### config.mk
export PLATFORM = sky130hd
export DESIGN_NAME = decode_queue
export DESIGN_NICKNAME = d
export VERILOG_FILES = /design/src/rtl/decode_pkg.sv /design/src/rtl/decode_queue_ram.sv /design/src/rtl/decode_queue.sv
export SDC_FILE = /design/constraint.sdc
export NUM_CORES = 2
export LEC_CHECK = 0
export CORE_ASPECT_RATIO = 1.75
export CORE_MARGIN = 1
export CORE_UTILIZATION = 60
export DETAILED_ROUTE_END_ITERATION = 8
export PLACE_DENSITY = 0.83
export SLEW_MARGIN = 20
export SYNTH_ARGS = -nofsm -noshare
export SYNTH_HDL_FRONTEND = slang
export SYNTH_SLANG_ARGS = --single-unit
### constraint.sdc
create_clock -name clk -period 33.1 [get_ports clk]
set_input_delay 6.62 -clock clk [delete_from_list [all_inputs] [get_ports clk]]
set_output_delay 6.62 -clock clk [all_outputs]
set_load 0.005 [all_outputs]
### src/rtl/decode_pkg.sv
// Shared definitions for the decode queue: entry layout, default lane counts
// and the mask helpers used for lane compaction and prefix accept.
package decode_pkg;

  localparam int DECODE_DATA_WIDTH = 126;

  localparam int DEF_ENQ_W = 2;
  localparam int DEF_DEQ_W = 2;
  localparam int DEF_DEPTH = 8;

  // Field offsets inside one decoded entry, LSB first.
  localparam int PC_LSB         = 0;
  localparam int PC_W           = 32;
  localparam int INST_LSB       = 32;
  localparam int INST_W         = 32;
  localparam int INST_VALID_BIT = 64;
  localparam int ALUOP_LSB      = 65;
  localparam int ALUOP_W        = 8;
  localparam int ALUSEL_LSB     = 73;
  localparam int ALUSEL_W       = 3;
  localparam int IMM_LSB        = 76;
  localparam int IMM_W          = 32;
  localparam int REG1_READ_BIT  = 108;
  localparam int REG1_ADDR_LSB  = 109;
  localparam int REG2_READ_BIT  = 114;
  localparam int REG2_ADDR_LSB  = 115;
  localparam int WREG_BIT       = 120;
  localparam int WD_LSB         = 121;
  localparam int REG_ADDR_W     = 5;

  function automatic int popcount(input logic [31:0] v);
    int n;
    n = 0;
    for (int i = 0; i < 32; i++) n += int'(v[i]);
    return n;
  endfunction

  // Number of consecutive ones starting at bit 0, looking at the low w bits.
  function automatic int lead_ones(input logic [31:0] v, input int w);
    int n;
    bit run;
    n = 0;
    run = 1'b1;
    for (int i = 0; i < 32; i++) begin
      if (run && (i < w) && v[i]) n++;
      else run = 1'b0;
    end
    return n;
  endfunction

endpackage

### src/rtl/decode_queue_ram.sv
// Entry storage for decode_queue: DEPTH x DATA_W register array with ENQ_W
// write ports and DEQ_W asynchronous read ports. Contents are not reset.
module decode_queue_ram
  import decode_pkg::*;
#(
  parameter int DATA_W = DECODE_DATA_WIDTH,
  parameter int DEPTH  = DEF_DEPTH,
  parameter int ENQ_W  = DEF_ENQ_W,
  parameter int DEQ_W  = DEF_DEQ_W,
  parameter int AW     = $clog2(DEPTH)
) (
  input  logic                           clk,
  input  logic [ENQ_W-1:0]               wr_en,
  input  logic [ENQ_W-1:0][AW-1:0]       wr_addr,
  input  logic [ENQ_W-1:0][DATA_W-1:0]   wr_data,
  input  logic [DEQ_W-1:0][AW-1:0]       rd_addr,
  output logic [DEQ_W-1:0][DATA_W-1:0]   rd_data
);

  logic [DATA_W-1:0] mem [DEPTH];

  // Write addresses of enabled lanes are always distinct.
  always_ff @(posedge clk) begin
    for (int i = 0; i < ENQ_W; i++) begin
      if (wr_en[i]) mem[wr_addr[i]] <= wr_data[i];
    end
  end

  always_comb begin
    for (int i = 0; i < DEQ_W; i++) rd_data[i] = mem[rd_addr[i]];
  end

endmodule

### src/rtl/decode_queue.sv
// Multi-lane decode-to-dispatch queue with sparse-mask compaction, prefix
// dequeue, flush and registered enqueue credit. Optional same-cycle bypass
// when empty is enabled by defining DECODE_QUEUE_BYPASS_EN.
module decode_queue
  import decode_pkg::*;
#(
  parameter int DATA_W = DECODE_DATA_WIDTH,
  parameter int DEPTH  = DEF_DEPTH,
  parameter int ENQ_W  = DEF_ENQ_W,
  parameter int DEQ_W  = DEF_DEQ_W
) (
  input  logic                           clk,
  input  logic                           rst,
  input  logic                           flush,
  input  logic [ENQ_W-1:0]               enq_valid,
  input  logic [ENQ_W-1:0][DATA_W-1:0]   enq_data,
  output logic                           get_data_req,
  output logic [DEQ_W-1:0]               deq_valid,
  output logic [DEQ_W-1:0][DATA_W-1:0]   deq_data,
  input  logic [DEQ_W-1:0]               deq_accept,
  output logic [$clog2(DEPTH):0]         count,
  output logic                           full,
  output logic                           empty
);

  localparam int AW = $clog2(DEPTH);
  localparam int CW = AW + 1;

  // Handshake: an enqueue lane transfers when enq_valid[i] is high in a cycle
  // where get_data_req (registered credit) is high; a dequeue lane transfers
  // when deq_valid[i] and deq_accept[i] are both high and every lower lane
  // also transfers. Flush discards both sides of that cycle.

  logic [AW-1:0]                 wr_ptr, rd_ptr;
  logic [CW-1:0]                 count_q, count_next;
  logic                          req_q;
  logic [ENQ_W-1:0]              enq_take;
  logic [CW-1:0]                 n_enq, n_deq, n_skip;
  logic                          bypass;
  logic [ENQ_W-1:0]              wr_en;
  logic [ENQ_W-1:0][AW-1:0]      wr_addr;
  logic [DEQ_W-1:0][AW-1:0]      rd_addr;
  logic [DEQ_W-1:0][DATA_W-1:0]  ram_data;
  logic [DEQ_W-1:0][DATA_W-1:0]  byp_data;

  decode_queue_ram #(
    .DATA_W (DATA_W),
    .DEPTH  (DEPTH),
    .ENQ_W  (ENQ_W),
    .DEQ_W  (DEQ_W),
    .AW     (AW)
  ) u_ram (
    .clk     (clk),
    .wr_en   (wr_en),
    .wr_addr (wr_addr),
    .wr_data (enq_data),
    .rd_addr (rd_addr),
    .rd_data (ram_data)
  );

  always_comb begin
    int slot;
    enq_take = enq_valid & {ENQ_W{req_q}};
    n_enq    = CW'(popcount(32'(enq_take)));
`ifdef DECODE_QUEUE_BYPASS_EN
    bypass   = req_q && (count_q == '0);
`else
    bypass   = 1'b0;
`endif

    // Compacted enqueue lanes, oldest first, as seen by the bypass path.
    slot = 0;
    for (int k = 0; k < DEQ_W; k++) byp_data[k] = '0;
    for (int i = 0; i < ENQ_W; i++) begin
      for (int k = 0; k < DEQ_W; k++) begin
        if (enq_take[i] && (slot == k)) byp_data[k] = enq_data[i];
      end
      slot += int'(enq_take[i]);
    end

    for (int i = 0; i < DEQ_W; i++) begin
      rd_addr[i]   = rd_ptr + AW'(i);
      deq_valid[i] = bypass ? (n_enq > CW'(i)) : (count_q > CW'(i));
      deq_data[i]  = bypass ? byp_data[i] : ram_data[i];
    end

    n_deq  = CW'(lead_ones(32'(deq_accept & deq_valid), DEQ_W));
    // Entries taken straight off the bypass never land in storage.
    n_skip = bypass ? n_deq : '0;

    slot = 0;
    for (int i = 0; i < ENQ_W; i++) begin
      wr_en[i]   = enq_take[i] && !flush && (slot >= int'(n_skip));
      wr_addr[i] = wr_ptr + AW'(slot) - AW'(n_skip);
      slot += int'(enq_take[i]);
    end

    count_next = count_q + n_enq - n_deq;
  end

  always_ff @(posedge clk or negedge rst) begin
    if (!rst) begin
      wr_ptr  <= '0;
      rd_ptr  <= '0;
      count_q <= '0;
      req_q   <= 1'b1;
    end else if (flush) begin
      wr_ptr  <= '0;
      rd_ptr  <= '0;
      count_q <= '0;
      req_q   <= 1'b1;
    end else begin
      wr_ptr  <= wr_ptr + AW'(n_enq - n_skip);
      rd_ptr  <= rd_ptr + (bypass ? '0 : AW'(n_deq));
      count_q <= count_next;
      req_q   <= (count_next <= CW'(DEPTH - ENQ_W));
    end
  end

  assign count        = count_q;
  assign get_data_req = req_q;
  assign full         = (count_q == CW'(DEPTH));
  assign empty        = (count_q == '0);

endmodule
---- Word level (Yosys, flattened, before mapping) ----
Memories as Yosys holds them, arrays and structs flattened.
Index checks and enable logic that the tools add are counted.
storage, ports and cells
  register bits after elaboration ......... 11
  memory bits (read-only) ................. 0
  RAM bits ................................ 1,008
  memories kept ........................... 1
  latch bits .............................. 0
memory list
  memory     depth  width  read ports  clocked after Yosys merged registers in  wr ports  line                    source
  u_ram.mem  8      126    2           0                                        2         decode_queue_ram.sv:20  logic [DATA_W-1:0] mem [DEPTH];
cells by class
  shifts and indexed selects .............. 0
  muxes and demuxes ....................... 11
  multiply operators ...................... 0
  order comparisons ....................... 4
  reduce and logical (&&, ||, !) cells .... 6
  bitwise gates (word level) .............. 2
  add/subtract/negate cells ............... 8
  divide/modulo/power cells ............... 0
  eq/ne operators ......................... 1
operators with widths
  operator                                                        number
  greater-than comparator 4 x 1 -> 1 bit, second input constant   2
  two-way mux 4 bit                                               2
  two-way mux 1 bit                                               7
  two-way mux 3 bit                                               2
  adder 4 x 2 -> 4 bit                                            1
  AND 2 bit                                                       2
  equality test 4 bit, second input constant                      1
  less-or-equal comparator 4 x 3 -> 1 bit, second input constant  1
  logical AND 1 bit                                               4
  logical NOT 4 bit                                               1
  subtractor 4 bit                                                1
  adder 3 x 1 -> 3 bit                                            1
  adder 3 x 1 -> 3 bit, second input constant                     1
  adder 3 x 2 -> 3 bit                                            1
  adder 3 bit                                                     1
  adder 1 x 1 -> 2 bit                                            1
  adder 1 x 1 -> 2 bit, second input constant                     1
  >= comparator 1 bit, second input constant                      1
  logical NOT 1 bit                                               1

---- Depth between registers and ports, before layout ----
  depth after elaboration ................. 8
  mapped depth ............................ 12

---- Cells and area by module ----
From an unflattened synthesis, not the netlist that was laid out.
unflattened totals
  cells, all modules ...................... 3,114
  area total of the unflattened synthesis .. 57,986.9 µm²
by module, submodules not included
  module            sequential area each (µm²)  times used  cells an instance  area an instance (µm²)
  decode_queue_ram  30,269.0                    1           3,046              57,236.1
  decode_queue      276.5                       1           68                 750.7

---- Worst setup path before layout ----
OpenSTA, ideal clock, no wires.
  path kind ............................... input port to flip-flop
  start point ............................. input flush
  end point ............................... memory u_ram.mem[3][0] in the netlist's numbering (enable)
  library setup time ...................... 0.785 ns
  slack ................................... 16.535 ns
  data arrival time ....................... 15.780 ns
  cell stages on the path ................. 3
  path through ............................ and4b_1 nand2_1 o21ai_0
RTL lines
  item                line                    source
  start: declaration  decode_queue.sv:14      input logic flush,
  end: declaration    decode_queue_ram.sv:20

==> results by group <==
Run status
  – Status: finished, final reports clean

Route
  – Routed length per instance: 33.9 um
  – DRC Markers: 0
  – Antenna Nets Post-Route: 0
  – Vias per Instance: 7.13
  – Via count: 34616
  – Drt pass-1 iters: 5
  – Final WL: 165 mm
  – Iteration-0 DRC Markers: 3069

Die
  – Die Wd: 237 um
  – FP Rows: 150
  – IO Pins: 520
  – Initial Utilization: 0.606
  – Core area: 95700 um2
  – DIE HEIGHT: 413 um
  – Die Footprint: 98000 um2

Critical path
  – Startpoint types: register
  – Max incr delay on CP: 970 ps
  – Crit. End Element: primary output
  – R2r startpoint: get_data_req
  – WP data required: 26480 ps
  – Worst reg-to-reg setup slack: 28340 ps
  – Slowest CP cell: dfrtp_4
  – Critical Path Fanout Max: 65
  – CP Class: reg -> out
  – Arr. time, crit path: 5350 ps
  – Setup crit start: rd_ptr[0]
  – RR Endpoint: u_ram.mem[3][113]
  – Crit path cell chain: ha_4 > buf_12 > buf_16 > buf_4 > mux4_2 > mux2_2 > clkdlybuf4s50_1
  – R2R depth: 8
  – CP Capture Point: deq_data[179]

STA
  – Setup TNS: 0 ps
  – Tcrit/Tclk final: 0.362
  – Post-layout min period: 11970 ps
  – Final Hold Fails: 0
  – Worst Tran Pin Value: 1190 ps
  – RSZ-0062 raised after global routing: false
  – Max-slew violation count: 0
  – Endpoints failing setup: 0
  – Skew final: 26.4 ps
  – Fmax: 83.6 MHz
  – Slew margin rel.: 0.206
  – Hold slack: 711 ps

Power
  – Clock group share of total power: 0.205
  – Combinational power share: 0.471
  – Switching power: 1.65 mW
  – Leak: 21.0 nW
  – Power per cell area: 78.0 nW/um2
  – Worst vdd ir: 0.000105 V
  – Reg power frac: 0.324
  – Power Internal: 3.60 mW
  – Switching Share: 0.314

Yosys
  – Cell variety after synth: 43
  – Post-synth top area share: 0.522
  – Register area share after synthesis: 0.527
  – EDFF count, synth: 1008
  – Synth Warn #: 0
  – Syn_nets: 3395
  – Async set or reset register ratio after synthesis: 0.0108
  – Post-synthesis register bit count: 1019
  – Top cell type by total area after synthesis: edfxtp_1
  – Syn Area/Cell: 18.6 um2
  – Most frequent cell after synthesis: mux2_2
  – Synth cell count leaders: mux2_2, edfxtp_1, mux4_2
  – Cell count after synthesis: 3120
  – Post-Syn Area: 58000 um2
  – Largest cells by area after synthesis: edfxtp_1, mux2_2, mux4_2
  – Post-synth top flop: edfxtp_1

Clock network
  – Clk pin slew, worst setup/hold paths: 60 ps
  – Hold_buf cts: 0
  – CTS sink cnt: 1019
  – Number of setup buffers added after CTS: 0
  – Clock Tree Buf Depth: 3
  – Clock Root Buffer: clkbuf_16
  – Post-CTS resize count: 0
  – TritonCTS clock tree: done
  – CTS buffer count: 94
  – CTS HTree Levels: 3
  – Worst-skew pair later-pin latency: 700 ps

GRT
  – Number of global-route vias before repair: 37309
  – Gr ovfl total: 0
  – First-pass GRT wire length: 241 mm
  – Tot GR Track Use: 0.337
  – Antenna violations before repair: 40
  – Largest net degree at the start of global routing: 162

Min path
  – HP Class: reg -> reg
  – Hold Path Cell Cnt: 2

Place
  – Port bufs: 519
  – Hpwl dp: 93.3 mm
  – RD Place Congestion: 0.825

Final layout
  – Share of cells above drive strength 1: 0.534
  – Fin nets: 3815
  – Area grow syn2layout: 16.0%

Flow run
  – MaxCap Viol Count: 0
## cell type report
cell class                 count  area (um2)
sequential                  1019       30600
fill                        6053       28500
tap                         1216        1520
clock inverter                49         419
timing repair buffer         574        5710
inverter                      10        37.5
clock buffer                 118        2530
antenna                       29        72.6
multi-input combinational   1841       26400
## metrics by stage
| stage | cells | utilization | power, mW | cell area (um2) | setup slack [ps] |
|---|---|---|---|---|---|
| final | 4856 | 0.703 | 5.25 | 67200 | 21130 |
| after global routing | 4847 | 0.702 | 5.43 | 67200 | 20820 |
| after CTS | 4825 | 0.701 | 5.26 | 67100 | 21030 |
| after detailed placement | 4658 | 0.670 | 4.19 | 64200 | 21610 |
| after global placement | 4658 | 0.670 | 4.13 | 64200 | 21660 |
| after floorplan | 3120 | - | 3.19 | 58000 | 16540 |
## per-layer routing
layer / share of wire / GRT usage / wire length [um]
met1: 0.37 / 0.417 / 60300
met2: 0.50 / 0.563 / 82900
met3: 0.092 / 0.0791 / 15200
met4: 0.037 / 0.159 / 6050
met5: 0.0011 / 0 / 183
## cell families after synthesis
logic type	count (synthesis)	share of synthesized area
xor+xnor	6	0.00104
mux	1768	0.441
fa+ha+maj	16	0.00397
compound gates	9	0.00119
buf+inv	260	0.0215
flops	1019	0.527
simple gates	42	0.00449
## power by group through the flow
stage	Combinational (mW)	Clock (mW)	Sequential, mW
floorplan	1.49	0	1.69
detailed placement	2.46	0	1.72
global route	2.60	1.13	1.71
finish	2.47	1.08	1.70
global placement	2.43	0	1.70
CTS	2.48	1.09	1.69
## placed cells by master, fill, tap and decap left out, types with 4 or more instances in the layout
cell             count
mux2_2            1220
edfxtp_1          1008
clkdlybuf4s50_1    519
mux4_2             504
clkbuf_16           98
buf_4               47
mux2_1              40
diode_2             29
clkinv_1            22
clkbuf_1            20
clkinv_2            14
ha_1                11
inv_1               10
bufinv_16            7
dfrtp_1              7
nor2_1               6
buf_12               6
nor2b_1              5
nand3_4              4
nand2_1              4
nand3_1              4
fa_1                 4
## critical path, delay by kind of cell (launching register included)
| family | cells | cell delay [ps] |
|---|---|---|
| buffers and inverters | 4 | 2280 |
| flip-flops | 1 | 970 |
| multiplexers | 2 | 890 |
| adder cells (fa/ha/maj) | 1 | 310 |
## worst min path at each step
stage              start        end
6_report       wr_ptr[0]  wr_ptr[0]
3_5_place_dp   wr_ptr[0]  wr_ptr[0]
3_3_place_gp   wr_ptr[0]  wr_ptr[0]
5_1_grt        wr_ptr[0]  wr_ptr[0]
4_1_cts        wr_ptr[0]  wr_ptr[0]
2_1_floorplan  rd_ptr[0]  rd_ptr[0]
## state kept, by name, summed over array words and instances, names as in the netlist
signal / count
count: 4
get_data_req: 1
rd_ptr: 3
u_ram.mem: 1008
wr_ptr: 3
Note: power is estimated with default switching activity, not from simulation.
